[src/rtl/fetch_pkg.sv]
// Shared types and constants for the instruction fetch stage.
package fetch_pkg;

  localparam int          XLEN_DEF     = 32;
  localparam logic [31:0] RESET_PC_DEF = 32'h0000_0000;

  typedef enum logic [1:0] {
    BOOT  = 2'd0,
    RUN   = 2'd1,
    FLUSH = 2'd2
  } fetch_state_t;

  localparam int OP_LSB    = 26;
  localparam int FUNCT_LSB = 20;
  localparam int RD_LSB    = 12;

endpackage

[src/rtl/fetch_fifo.sv]
// Small synchronous FIFO; push and pop in one cycle are both applied, flush empties it.
module fetch_fifo #(
  parameter int DEPTH = 2,
  parameter int W     = 64
) (
  input  logic                       clk,
  input  logic                       rst_n,
  input  logic                       push,
  input  logic [W-1:0]               din,
  input  logic                       pop,
  input  logic                       flush,
  output logic [W-1:0]               dout,
  output logic [$clog2(DEPTH):0]     count,
  output logic                       full,
  output logic                       empty
);

  localparam int AW = $clog2(DEPTH);
  localparam int CW = AW + 1;

  logic [W-1:0]  mem [DEPTH];
  logic [AW-1:0] wr_ptr, rd_ptr;
  logic          do_push, do_pop;

  assign empty   = (count == '0);
  assign full    = (count == CW'(DEPTH));
  assign do_pop  = pop & ~empty;
  assign do_push = push & (~full | do_pop);
  assign dout    = mem[rd_ptr];

  always_ff @(posedge clk or negedge rst_n) begin
    if (!rst_n) begin
      wr_ptr <= '0;
      rd_ptr <= '0;
      count  <= '0;
    end else if (flush) begin
      wr_ptr <= '0;
      rd_ptr <= '0;
      count  <= '0;
    end else begin
      if (do_push) wr_ptr <= wr_ptr + AW'(1);
      if (do_pop)  rd_ptr <= rd_ptr + AW'(1);
      count <= count + CW'(do_push) - CW'(do_pop);
    end
  end

  // Storage is data only; validity is tracked by the pointers above.
  always_ff @(posedge clk) begin
    if (do_push && !flush) mem[wr_ptr] <= din;
  end

endmodule

[src/rtl/fetch_unit.sv]
// Instruction fetch: owns the PC, issues imem requests, queues returned words for decode.
import fetch_pkg::*;

module fetch_unit #(
  parameter int              XLEN     = XLEN_DEF,
  parameter logic [XLEN-1:0] RESET_PC = XLEN'(RESET_PC_DEF),
  parameter int              DEPTH    = 2
) (
  input  logic            clk,
  input  logic            rst_n,
  output logic            imem_req,
  output logic [XLEN-1:0] imem_addr,
  input  logic            imem_gnt,
  input  logic            imem_rvalid,
  input  logic [XLEN-1:0] imem_rdata,
  input  logic            redirect_valid,
  input  logic [XLEN-1:0] redirect_pc,
  output logic            instr_valid,
  input  logic            instr_ready,
  output logic [XLEN-1:0] instr,
  output logic [XLEN-1:0] instr_pc,
  output logic [1:0]      id_op,
  output logic [5:0]      id_funct,
  output logic [3:0]      id_rd
);

  localparam int CW = $clog2(DEPTH) + 1;

  fetch_state_t    state, state_nxt;
  logic [XLEN-1:0] fetch_pc, fetch_pc_nxt, hold_addr;
  logic            hold_q, hold_nxt, pend_q, pend_nxt;
  logic [CW-1:0]   discard, discard_nxt, out_nxt;
  logic [CW-1:0]   q_count, pc_count;
  logic            q_full, q_empty, pc_full, pc_empty;
  logic [2*XLEN-1:0] q_head;
  logic [XLEN-1:0] pc_head;
  logic [CW:0]     occ;
  logic            pop, fire, drop, push, issue_ok;

  always_comb begin
    pop       = ~q_empty & instr_ready;
    // A same-cycle pop frees a slot so zero-wait memory sustains one fetch per cycle.
    occ       = {1'b0, pc_count} + {1'b0, q_count} - (CW+1)'(pop);
    issue_ok  = (state == RUN) & (pend_q | (occ < (CW+1)'(DEPTH)));
    imem_req  = hold_q | issue_ok;
    imem_addr = hold_q ? hold_addr : fetch_pc;
    fire      = imem_req & imem_gnt;
    drop      = imem_rvalid & (redirect_valid | (discard != '0));
    push      = imem_rvalid & ~drop;
    out_nxt   = pc_count + CW'(fire) - CW'(imem_rvalid);
  end

  always_comb begin
    discard_nxt  = discard;
    fetch_pc_nxt = fetch_pc;
    hold_nxt     = hold_q ? ~imem_gnt : (redirect_valid & imem_req & ~imem_gnt);
    pend_nxt     = ~hold_q & imem_req & ~imem_gnt & ~redirect_valid;
    state_nxt    = state;
    if (fire && !hold_q) fetch_pc_nxt = fetch_pc + XLEN'(4);
    // A stale request held across a redirect is discarded once it is finally granted.
    if (redirect_valid) begin
      discard_nxt  = out_nxt;
      fetch_pc_nxt = redirect_pc;
    end else begin
      discard_nxt = discard - CW'(imem_rvalid & (discard != '0)) + CW'(fire & hold_q);
    end
    unique case (state)
      BOOT:    state_nxt = RUN;
      RUN:     state_nxt = RUN;
      FLUSH:   state_nxt = (discard_nxt == '0) ? RUN : FLUSH;
      default: state_nxt = BOOT;
    endcase
    if (redirect_valid) state_nxt = (discard_nxt != '0) ? FLUSH : RUN;
  end

  always_ff @(posedge clk or negedge rst_n) begin
    if (!rst_n) begin
      state    <= BOOT;
      fetch_pc <= RESET_PC;
      discard  <= '0;
      hold_q   <= 1'b0;
      pend_q   <= 1'b0;
    end else begin
      state    <= state_nxt;
      fetch_pc <= fetch_pc_nxt;
      discard  <= discard_nxt;
      hold_q   <= hold_nxt;
      pend_q   <= pend_nxt;
    end
  end

  always_ff @(posedge clk) begin
    if (!hold_q && redirect_valid && imem_req && !imem_gnt) hold_addr <= fetch_pc;
  end

  fetch_fifo #(.DEPTH(DEPTH), .W(XLEN)) u_pc_fifo (
    .clk   (clk),
    .rst_n (rst_n),
    .push  (fire),
    .din   (imem_addr),
    .pop   (imem_rvalid),
    .flush (1'b0),
    .dout  (pc_head),
    .count (pc_count),
    .full  (pc_full),
    .empty (pc_empty)
  );

  fetch_fifo #(.DEPTH(DEPTH), .W(2*XLEN)) u_instr_q (
    .clk   (clk),
    .rst_n (rst_n),
    .push  (push),
    .din   ({imem_rdata, pc_head}),
    .pop   (pop),
    .flush (redirect_valid),
    .dout  (q_head),
    .count (q_count),
    .full  (q_full),
    .empty (q_empty)
  );

  assign instr_valid = ~q_empty;
  assign instr       = instr_valid ? q_head[2*XLEN-1:XLEN] : '0;
  assign instr_pc    = instr_valid ? q_head[XLEN-1:0] : '0;
  assign id_op       = instr[OP_LSB +: 2];
  assign id_funct    = instr[FUNCT_LSB +: 6];
  assign id_rd       = instr[RD_LSB +: 4];

  a_no_overflow: assert property (@(posedge clk) disable iff (!rst_n)
    !(imem_rvalid && q_full && (discard == '0)));
  a_pc_tracked: assert property (@(posedge clk) disable iff (!rst_n)
    !(imem_rvalid && pc_empty));
  a_pc_room: assert property (@(posedge clk) disable iff (!rst_n)
    !(fire && pc_full && !imem_rvalid));

endmodule

[config.mk]
export PLATFORM = sky130hd
export DESIGN_NAME = fetch_unit
export DESIGN_NICKNAME = d
export VERILOG_FILES = /design/src/rtl/fetch_pkg.sv /design/src/rtl/fetch_fifo.sv /design/src/rtl/fetch_unit.sv
export SDC_FILE = /design/constraint.sdc
export NUM_CORES = 1
export LEC_CHECK = 0
export ABC_AREA = 1
export BUFFER_PORTS_ARGS = -buffer_cell sky130_fd_sc_hd__buf_2
export CAP_MARGIN = 10
export CORE_AREA = 2 2 149 151
export DETAILED_ROUTE_END_ITERATION = 6
export DIE_AREA = 0 0 151 153
export GPL_TIMING_DRIVEN = 0
export PLACE_DENSITY_LB_ADDON = 0.08
export SYNTH_ARGS = -nofsm -noshare
export SYNTH_HDL_FRONTEND = slang
export SYNTH_SLANG_ARGS = --single-unit
[constraint.sdc]
create_clock -name clk -period 12.75 [get_ports clk]
set_input_delay 3.825 -clock clk [delete_from_list [all_inputs] [get_ports clk]]
set_output_delay 3.825 -clock clk [all_outputs]
set_load 0.005 [all_outputs]
==> results.md, run 1 <==
- Post-DP HPWL: 19,600 µm
- Max Cap Viol: 0
- Post-place setup slack: 3.31 ns
- Worst r2r path cells: 14
- Via Count: 8,230
- Layout area overhead: 19.7%
- CTS Hold Bufs: 0
- Worst Min Path Start: fetch_pc[1]
- FILL cells: 1,746
- Die width: 151 µm
- Synth top area share: 57.9%
- Commonest cells post-synth: nand2_1 (346), edfxtp_1 (224), a21oi_1 (73)
- CP Data Required Time: 8.92 ns
- Initial Utilization: 54.1%
- Post-Syn Nets: approximately 1,100
- Largest cells by area after synthesis: edfxtp_1 (58%), nand2_1 (11%), dfrtp_1 (9.9%), a21oi_1 (3.1%), o21ai_0 (2.5%)
- WHS Endpoint: hold_addr[1]
- Yosys reg bits: 270
- DRC: 0
- Post-synthesis sequential area ratio: 67.8%
- Setup crit start kind: input pin
- Final wirelength: about 28,000 µm
- Max frequency: 0.106 GHz
- Rows: 54
- # H-tree levels: 1
- Share of layout cells above drive strength 1: 21.3%
- Pin count of the biggest net entering global routing: between 40 and 50
- Nets: between 1,000 and 1,500
- Crit Reg-Reg Startpoint: u_instr_q.count[1]
- RSZ-0062 raised after global routing: false
- Largest family of logic cells by synthesized area: simple AND/OR/NAND/NOR gates
- First-pass DRT Iterations: 5
- Maximum vdd drop: between 0.1 and 0.15 mV
- Crit path max fanout: 5
- Port Buf Inserts: 178
- Post-synth EDFFs: between 200 and 250
- Hold Crit Depth: 0
- P per Cell Area: between 200 and 250 mW/mm²
- Vias/cell: 5.20
- Placed Cells: 1,531
- Status: complete, no violations
- LEAKAGE: 5.67 nW
- Post-synthesis mux area share: 0%
- Fin area: 0.0139 mm²
- Synth warn: 0
- XOR/XNOR Fraction of Synth Area: 1.36%
- Cells after Synth: 1,068
- I/O Pins: 180
- Syn_area_per_cell: 10.9 µm²
- Slew of the pin with the lowest slew margin: around 0.96 ns
- Final Max Slew Viols: 0
- Synth Area in Adders: 1.25%
- Final hold violation count: 0
- Relative slew slack: 36.0%
- CTS resizes: 0
- Post-CTS setup repair buffer count: 0
- TritonCTS Buffers: 28
- Main flop type after synthesis: edfxtp_1
- GRT overflow: 0
- Setup ws final: 3.29 ns
- Die ar.: 0.0231 mm²
- CTS max path bufs: 3
- Final TNS setup: 0 ns
- Root Buffer Master: clkbuf_16
- Skew final: 0.0199 ns
- Clock transition at path regs: 0.06 ns
- Post-route minimum period: 9.46 ns
- CTS tree: built
- CP arrival: 5.63 ns
- Die height: 153 µm
- Clock sinks: 270
- Simple-Gate Fraction of Synth Area: 17.5%
- Non-Filler Instances: 1,582
- Vias in the first global route: approximately 8,000
- Mapped cell area: 0.0116 mm²
- Latest clock arrival within the worst-skew pair: ~0.54 ns
- Critical path capture point type: output port
- Ys async rst share: 17.0%
- First-pass GRT wire length: 42,700 µm
- Critical path class: in2out
- Gpl congestion: 0.932
- Reg-to-reg slack, setup: 8.87 ns
- Core area: 0.0215 mm²
- Drt wl/cell: roughly 17 µm
- Final Core Density: 64.7%
- Compound-Gate Fraction of Synth Area: 7.21%
- Hold crit path type: reg2reg
- Reg2reg end: u_pc_fifo.mem[0][9]
- Final ANT Viol Nets: 0
- Post-synthesis cell type count: 42
- Ant. Diodes: 0
- Most frequent cell after synthesis: nand2_1
- Synth area leader: edfxtp_1
- GRT Overall Usage: about a quarter
- Setup Viol. Count Final: 0
- Antenna violations before repair: 0
- Period utilisation layout: 74.2%
- Area after DPL: 0.0130 mm²
- Iter 0 DRT Violations: around 540
layout by cell type, fill, tap and decap left out, drive strengths merged, types with 37 or more instances in the layout:
master / Yosys / layout
buf: 25 / 209
nand3: 37 / 37
nor2: 65 / 65
clkbuf: 33 / 65
o21ai: 66 / 66
edfxtp: 224 / 224
dfrtp: 46 / 46
inv: 70 / 70
nand2: 350 / 350
a21oi: 73 / 73
flip-flops by register name, indices dropped and copies added (netlist names):
name and cells:
discard 2, fetch_pc 32, hold_addr 32, hold_q 1
pend_q 1, state 2, u_instr_q.count 2, u_instr_q.mem 128
u_instr_q.rd_ptr 1, u_instr_q.wr_ptr 1, u_pc_fifo.count 2, u_pc_fifo.mem 64
u_pc_fifo.rd_ptr 1, u_pc_fifo.wr_ptr 1
power by group:
part | switching (mW) | leakage, nW | internal (mW)
logic | 0.603 | 2.67 | 0.308
registers | 0.0745 | 2.58 | 1.13
clock network | 0.327 | 0.417 | 0.451
cell type report:
cell class	count	area (µm²)	share of cell area, %
plain buffers	58	300	2.16
clock buffers	32	737	5.30
clock inverters	18	135	0.972
inverters	70	263	1.89
multi-input cells	670	3210	23.1
flip-flops and latches	270	7880	56.7
well taps	280	350	2.52
repair buffers	184	1030	7.38
layer usage:
layer	up-vias	wire, µm	track usage, %
met1	3896	12100	33.2
li1	4044	-	-
met5	-	0	0
met2	243	13000	39.4
met3	47	1680	3.64
met4	0	730	6.99
cells by family after synthesis:
| family | count (synthesis) |
|---|---|
| simple gates | 481 |
| xor+xnor | 18 |
| buf+inv | 128 |
| compound gates | 160 |
| fa+ha+maj | 11 |
| flops | 270 |
through the flow:
step           hold slack, ns  total power [mW]
2_1_floorplan           0.425              1.74
3_3_place_gp            0.429              2.11
3_5_place_dp            0.435              2.13
4_1_cts                 0.449              2.91
5_1_grt                 0.466              3.07
6_report                0.451              2.89
worst max-delay path, stage by stage:
cell and delay, ns:
buf_2 0.07, inv_1 0.04, nor2_1 0.27, ha_1 0.29
inv_1 0.08, nand2_1 0.07, fa_1 0.50, nand3_1 0.08
nand2_1 0.08, nand2_1 0.07, nand2_2 0.13, buf_2 0.13
worst max path at each step:
stage	slack [ns]	end	startpoint	cells past startpoint
after floorplan	3.76	imem_req	instr_ready	10
after global placement	3.33	imem_req	instr_ready	12
after detailed placement	3.31	imem_req	instr_ready	12
after CTS	3.31	imem_req	instr_ready	12
after global routing	3.17	imem_req	instr_ready	12
final	3.29	imem_req	instr_ready	12
Note: power is estimated with default switching activity, not from simulation.
==> run 2: changes to the inputs <==
- CORE_AREA: 2 2 149 151 -> 2 2 154 156
- DIE_AREA: 0 0 151 153 -> 0 0 156 158
- clock period: 12.75 -> 8.12 ns (I/O delays scaled with it)
==> results.md, run 2 (synthesis gave the netlist of run 1 again) <==
- Final Max Slew Viols: 0
- Post-DP HPWL: between 15,000 and 20,000 µm
- Core area: about 0.023 mm²
- Die height: 158 µm
- Port Buf Inserts: around 180
- Ant. Diodes: 0
- Leading cell type in the layout, fill and taps excluded: nand2_1
- Root Buffer Master: clkbuf_16
- Layout area overhead: 19.9%
- I/O Pins: 180
- Slew of the pin with the lowest slew margin: 0.950 ns
- Die ar.: 0.0246 mm²
- Skew final: 0.0170 ns
- Share of layout cells above drive strength 1: 21.7%
- Vias/cell: 5.16
- CP arrival: ~4.3 ns
- CP Data Required Time: 5.68 ns
- GRT overflow: 0
- Max reg flops: 128
- Antenna violations before repair: 0
- Crit path max fanout: 5
- Max frequency: 0.149 GHz
- Most frequent cells in the layout: nand2_1 (346), edfxtp_1 (224), buf_2 (182)
- Vias in the first global route: between 7,000 and 8,000
- Status: finished, violations left
- CTS max path bufs: 3
- Total power: 4.58 mW
- RSZ-0062 raised after global routing: false
- Setup Viol. Count Final: 0
- Largest regs: u_instr_q.mem: 128 flops, u_pc_fifo.mem: 64 flops
- Die width: 156 µm
- Relative slew slack: 36.5%
- Clock transition at path regs: 0.06 ns
- Maximum vdd drop: 0.148 mV
- Final ANT Viol Nets: 0
- GRT Overall Usage: 21.8%
- Final TNS setup: 0 ns
- CTS tree: built
- Latest clock arrival within the worst-skew pair: 0.53 ns
- Via Count: between 8,000 and 9,000
- Critical path capture point type: output port
- Max Cap Viol: 0
- Hold crit path type: reg2reg
- Setup crit start kind: input pin
- Clock sinks: 270
- LEAKAGE: 5.70 nW
- Iter 0 DRT Violations: around 530
- Pin count of the biggest net entering global routing: between 40 and 50
- Rows: 56
- DRC: 2
- Nets: 1,362
- Final wirelength: 27,500 µm
- CTS Hold Bufs: 0
- Drt wl/cell: 17.2 µm
- Final hold violation count: 0
- Biggest register: u_instr_q.mem
- Post-route minimum period: 6.70 ns
- P per Cell Area: 329 mW/mm²
- First-pass DRT Iterations: 7
- Failing checks: DRC
- Period utilisation layout: between 80% and 90%
- TritonCTS Buffers: 28
- Initial Utilization: 50.4%
- Gpl congestion: 0.906
- CTS resizes: 0
- Post-CTS setup repair buffer count: 0
- First-pass GRT wire length: 41,400 µm
- Critical path class: in2out
- # H-tree levels: 1
-- run 2: routing by layer --
layer / GRT usage (%) / share of wire (%)
met3: 2.96 / 5.1
met1: 30.0 / 45
met5: 0 / 0
met2: 36.8 / 47
met4: 6.16 / 2.3
-- run 2: critical path: stages --
cell,delay (ns)
buf_2,0.08
inv_1,0.04
nor2_1,0.30
ha_1,0.30
inv_1,0.07
nand2_1,0.06
fa_1,0.49
nand3_1,0.09
nand2_1,0.07
nand2_1,0.07
nand2_2,0.13
buf_2,0.14
-- run 2: area by class of cell --
class / instances / area, µm²
flip-flops and latches: 270 / 7880
fillers: 1970 / 9130
multi-input cells: 670 / 3210
repair buffers: 183 / 998
clock inverters: 20 / 176
inverters: 70 / 263
well taps: 290 / 363
plain buffers: 58 / 300
clock buffers: 32 / 737
-- run 2: per-stage QoR --
stage	cells	util (%)	hold WS, ns	area, µm²	setup WS [ns]
6_report	1593	60.4	0.453	13900	1.42
5_1_grt	1593	60.4	0.461	13900	1.22
2_1_floorplan	1068	-	0.425	11600	1.90
3_5_place_dp	1540	56.4	0.441	13000	1.41
3_3_place_gp	1536	55.8	0.431	12900	0.200
4_1_cts	1592	60.3	0.451	13900	1.40
-- run 2: worst paths after layout --
check	from	end	slack, ns	cells after the start
setup / recovery	instr_ready	imem_req	1.42	12
hold / removal	fetch_pc[1]	hold_addr[1]	0.45	0
setup reg to reg	u_instr_q.count[1]	u_pc_fifo.mem[1][1]	4.29	14
hold reg to reg	fetch_pc[1]	hold_addr[1]	0.45	0
max in group asynchronous	rst_n	u_instr_q.rd_ptr	5.61	2
min in group asynchronous	rst_n	fetch_pc[24]	1.94	1
-- run 2: power breakdown --
| part | total [mW] | internal, mW | switching, mW |
|---|---|---|---|
| sequential | 1.89 | 1.78 | 0.114 |
| clock | 1.26 | 0.745 | 0.514 |
| combinational | 1.43 | 0.478 | 0.950 |
==> run 3: changes to the inputs <==
- ABC_AREA: 1 -> 0
- CORE_AREA: 2 2 154 156 -> 2 2 147 149
- DIE_AREA: 0 0 156 158 -> 0 0 149 151
- clock period: 8.12 -> 6.7 ns (I/O delays scaled with it)
==> results.md, run 3 <==
- Slowest stage delay, CP: around 0.38 ns
- Mapped cell area: 0.0113 mm²
- CTS max path bufs: 3
- Setup Viol. Count Final: 0
- Latest clock arrival within the worst-skew pair: 0.51 ns
- Post-synthesis cell type count: 47
- Post-route minimum period: about 6.4 ns
- P per Cell Area: between 300 and 400 mW/mm²
- TritonCTS Buffers: 27
- Post-CTS setup repair buffer count: 0
- LEAKAGE: 5.06 nW
- GRT Overall Usage: 20.1%
- Vias in the first global route: 6,727
- Die width: 149 µm
- Core area: 0.0208 mm²
- Reg2reg end: u_pc_fifo.mem[1][16]
- Die height: 151 µm
- Post-DP HPWL: 15,800 µm
- Worst Min Path Start: fetch_pc[12]
- Final hold violation count: 0
- Main flop type after synthesis: edfxtp_1
- GRT overflow: 0
- Leading cell type in the layout, fill and taps excluded: edfxtp_1
- Relative slew slack: 25.0%
- Gpl congestion: 0.856
- Nets: around 1,000
- Crit path launch: instr_ready
- Ys async rst share: 17.0%
- Initial Utilization: between 50% and 60%
- Register Area: 0.00788 mm²
- CP cell instances: buf_2, nor2b_1, ha_1, inv_1, nand2_1, fa_1, xnor2_1, o21a_1, buf_2, nand2b_1, buf_2
- Worst r2r path cells: 11
- Skew final: 0.00741 ns
- Critical path capture point type: output port
- Largest cells by area after synthesis: edfxtp_1 (60%), dfrtp_1 (10%), mux2_2 (6.7%), mux2i_1 (5.9%), nor2_1 (2.5%)
- Post-Syn Nets: 836
- Post-synthesis sequential area ratio: 69.7%
- Setup crit start kind: input pin
- Reg-to-reg slack, setup: around 2.7 ns
- Die ar.: around 0.022 mm²
- FILL cells: 1,541
- DRC: 0
- Non-Filler Instances: 1,262
- Final wirelength: 22,900 µm
- Most frequent CP cell: buf_2
- Final Max Slew Viols: 0
- # H-tree levels: 1
- CP Data Required Time: approximately 4.7 ns
- CP arrival: 4.39 ns
- Max reg flops: around 130
- Synth top area share: 59.5%
- Iter 0 DRT Violations: 420
- Syn_area_per_cell: ~15 µm²
- Slew of the pin with the lowest slew margin: 1.12 ns
- First-pass GRT wire length: 35,200 µm
- Area after DPL: 0.0127 mm²
- First-pass DRT Iterations: 5
- Final Core Density: about 65%
- Vias/cell: 5.35
- Maximum vdd drop: 0.232 mV
- I/O Pins: 180
- Most frequent cell after synthesis: edfxtp_1
- Ant. Diodes: 0
- Final Hold Slack: approximately 0.45 ns
- Slowest-stage cell, CP: fa_1
- Cells after Synth: 755
- CTS Hold Bufs: 0
- Fin area: 0.0136 mm²
- Via Count: 6,754
- Most frequent cells in the layout: edfxtp_1 (224), buf_2 (183), nor2_1 (74)
- Max Cap Viol: 0
- Final ANT Viol Nets: 0
- Crit Reg-Reg Startpoint: u_instr_q.count[0]
- Crit path max-delay family: adder cells
- Crit path buffers/inverters: 4
- Port Buf Inserts: roughly 180
- Synth area leader: edfxtp_1
- Largest regs: u_instr_q.mem: 128 flops, u_pc_fifo.mem: 64 flops
- Yosys reg bits: 270
- Antenna violations before repair: 0
- Layout area overhead: 20.1%
- Status: complete, no violations
- Rows: 53
- Crit. path cell count: 11
- Clock sinks: 270
- CP endpoint: imem_req
- Placed Cells: 1,214
- Period utilisation layout: 95.5%
- Biggest register: u_instr_q.mem
- Synth warn: 0
- Drt wl/cell: 18.2 µm
- Root Buffer Master: clkbuf_16
- Commonest cells post-synth: edfxtp_1 (224), nor2_1 (74), mux2_2 (67), mux2i_1 (67), dfrtp_1 (46)
- Pin count of the biggest net entering global routing: 65
- Clock transition at path regs: roughly 0.06 ns
- Crit path max fanout: 10
- Post-synth EDFFs: 224
- Multi-input logic area: roughly 0.0032 mm²
- RSZ-0062 raised after global routing: false
- Max frequency: 0.156 GHz
- Share of layout cells above drive strength 1: 32.3%
- CTS tree: built
- Final TNS setup: 0 ns
- Hold crit path type: reg2reg
- Critical path class: in2out
- CTS resizes: 0
## run 3: cell types whose count changed after synthesis, moves of 8 or more
| cell | delta |
|---|---|
| nor4_1 | +20 |
| mux2i_1 | +67 |
| nand3_1 | -23 |
| nor2_1 | +17 |
| inv_1 | -54 |
| o21ai_1 | -8 |
| nand2_1 | -301 |
| o22ai_1 | -9 |
| a21oi_1 | -71 |
| mux2_2 | +67 |
| o21ai_0 | -31 |
| xnor2_1 | +24 |
## run 3: layout make-up
type | count | share of cell area (%)
Timing Repair Buffer | 184 | 7.27
Clock inverter | 13 | 1.24
Clock buffer | 36 | 5.45
Multi-Input combinational cell | 420 | 23.2
Buffer | 51 | 1.86
Sequential cell | 270 | 58.1
Inverter | 13 | 0.360
Tap cell | 275 | 2.54
## run 3: how the worst min path moves through the flow
stage | end | depth (start not counted)
2_1_floorplan | hold_addr[12] | 0
3_3_place_gp | hold_addr[12] | 0
3_5_place_dp | hold_addr[12] | 0
4_1_cts | hold_addr[12] | 0
5_1_grt | hold_addr[12] | 0
6_report | hold_addr[12] | 0
## run 3: power breakdown
part           switching [mW]  internal, mW  leakage [nW]
clock network           0.597         0.927         0.443
registers              0.0932          2.14          2.59
logic                   0.907         0.697          2.03
total                    1.60          3.76          5.06
## run 3: cells by family (layout without fill, tap and decap cells)
kind of cell | after synthesis | after routing | synth area share, %
AOI/OAI and AO/OA | 41 | 41 | 2.17
xor gates and xnor gates | 40 | 40 | 3.10
adders and majority gates | 11 | 11 | 1.28
buffers and inverters | 65 | 297 | 2.70
DFF | 270 | 270 | 69.7
muxes | 134 | 134 | 12.6
and+or+nand+nor | 194 | 194 | 8.42
## run 3: metal layers
| layer | up-vias | GRT usage, % | part of all wire, % |
|---|---|---|---|
| met1 | 3311 | 27.2 | 43 |
| met5 | - | 0 | 0 |
| li1 | 3211 | - | - |
| met3 | 28 | 3.13 | 6.4 |
| met4 | 0 | 4.76 | 1.8 |
| met2 | 204 | 34.7 | 49 |
## run 3: stage by stage
step	power, mW	setup slack, ns
floorplan	3.27	0.800
global placement	3.81	-1.21
detailed placement	3.89	0.174
CTS	5.42	0.180
global route	5.64	0.0916
finish	5.36	0.301
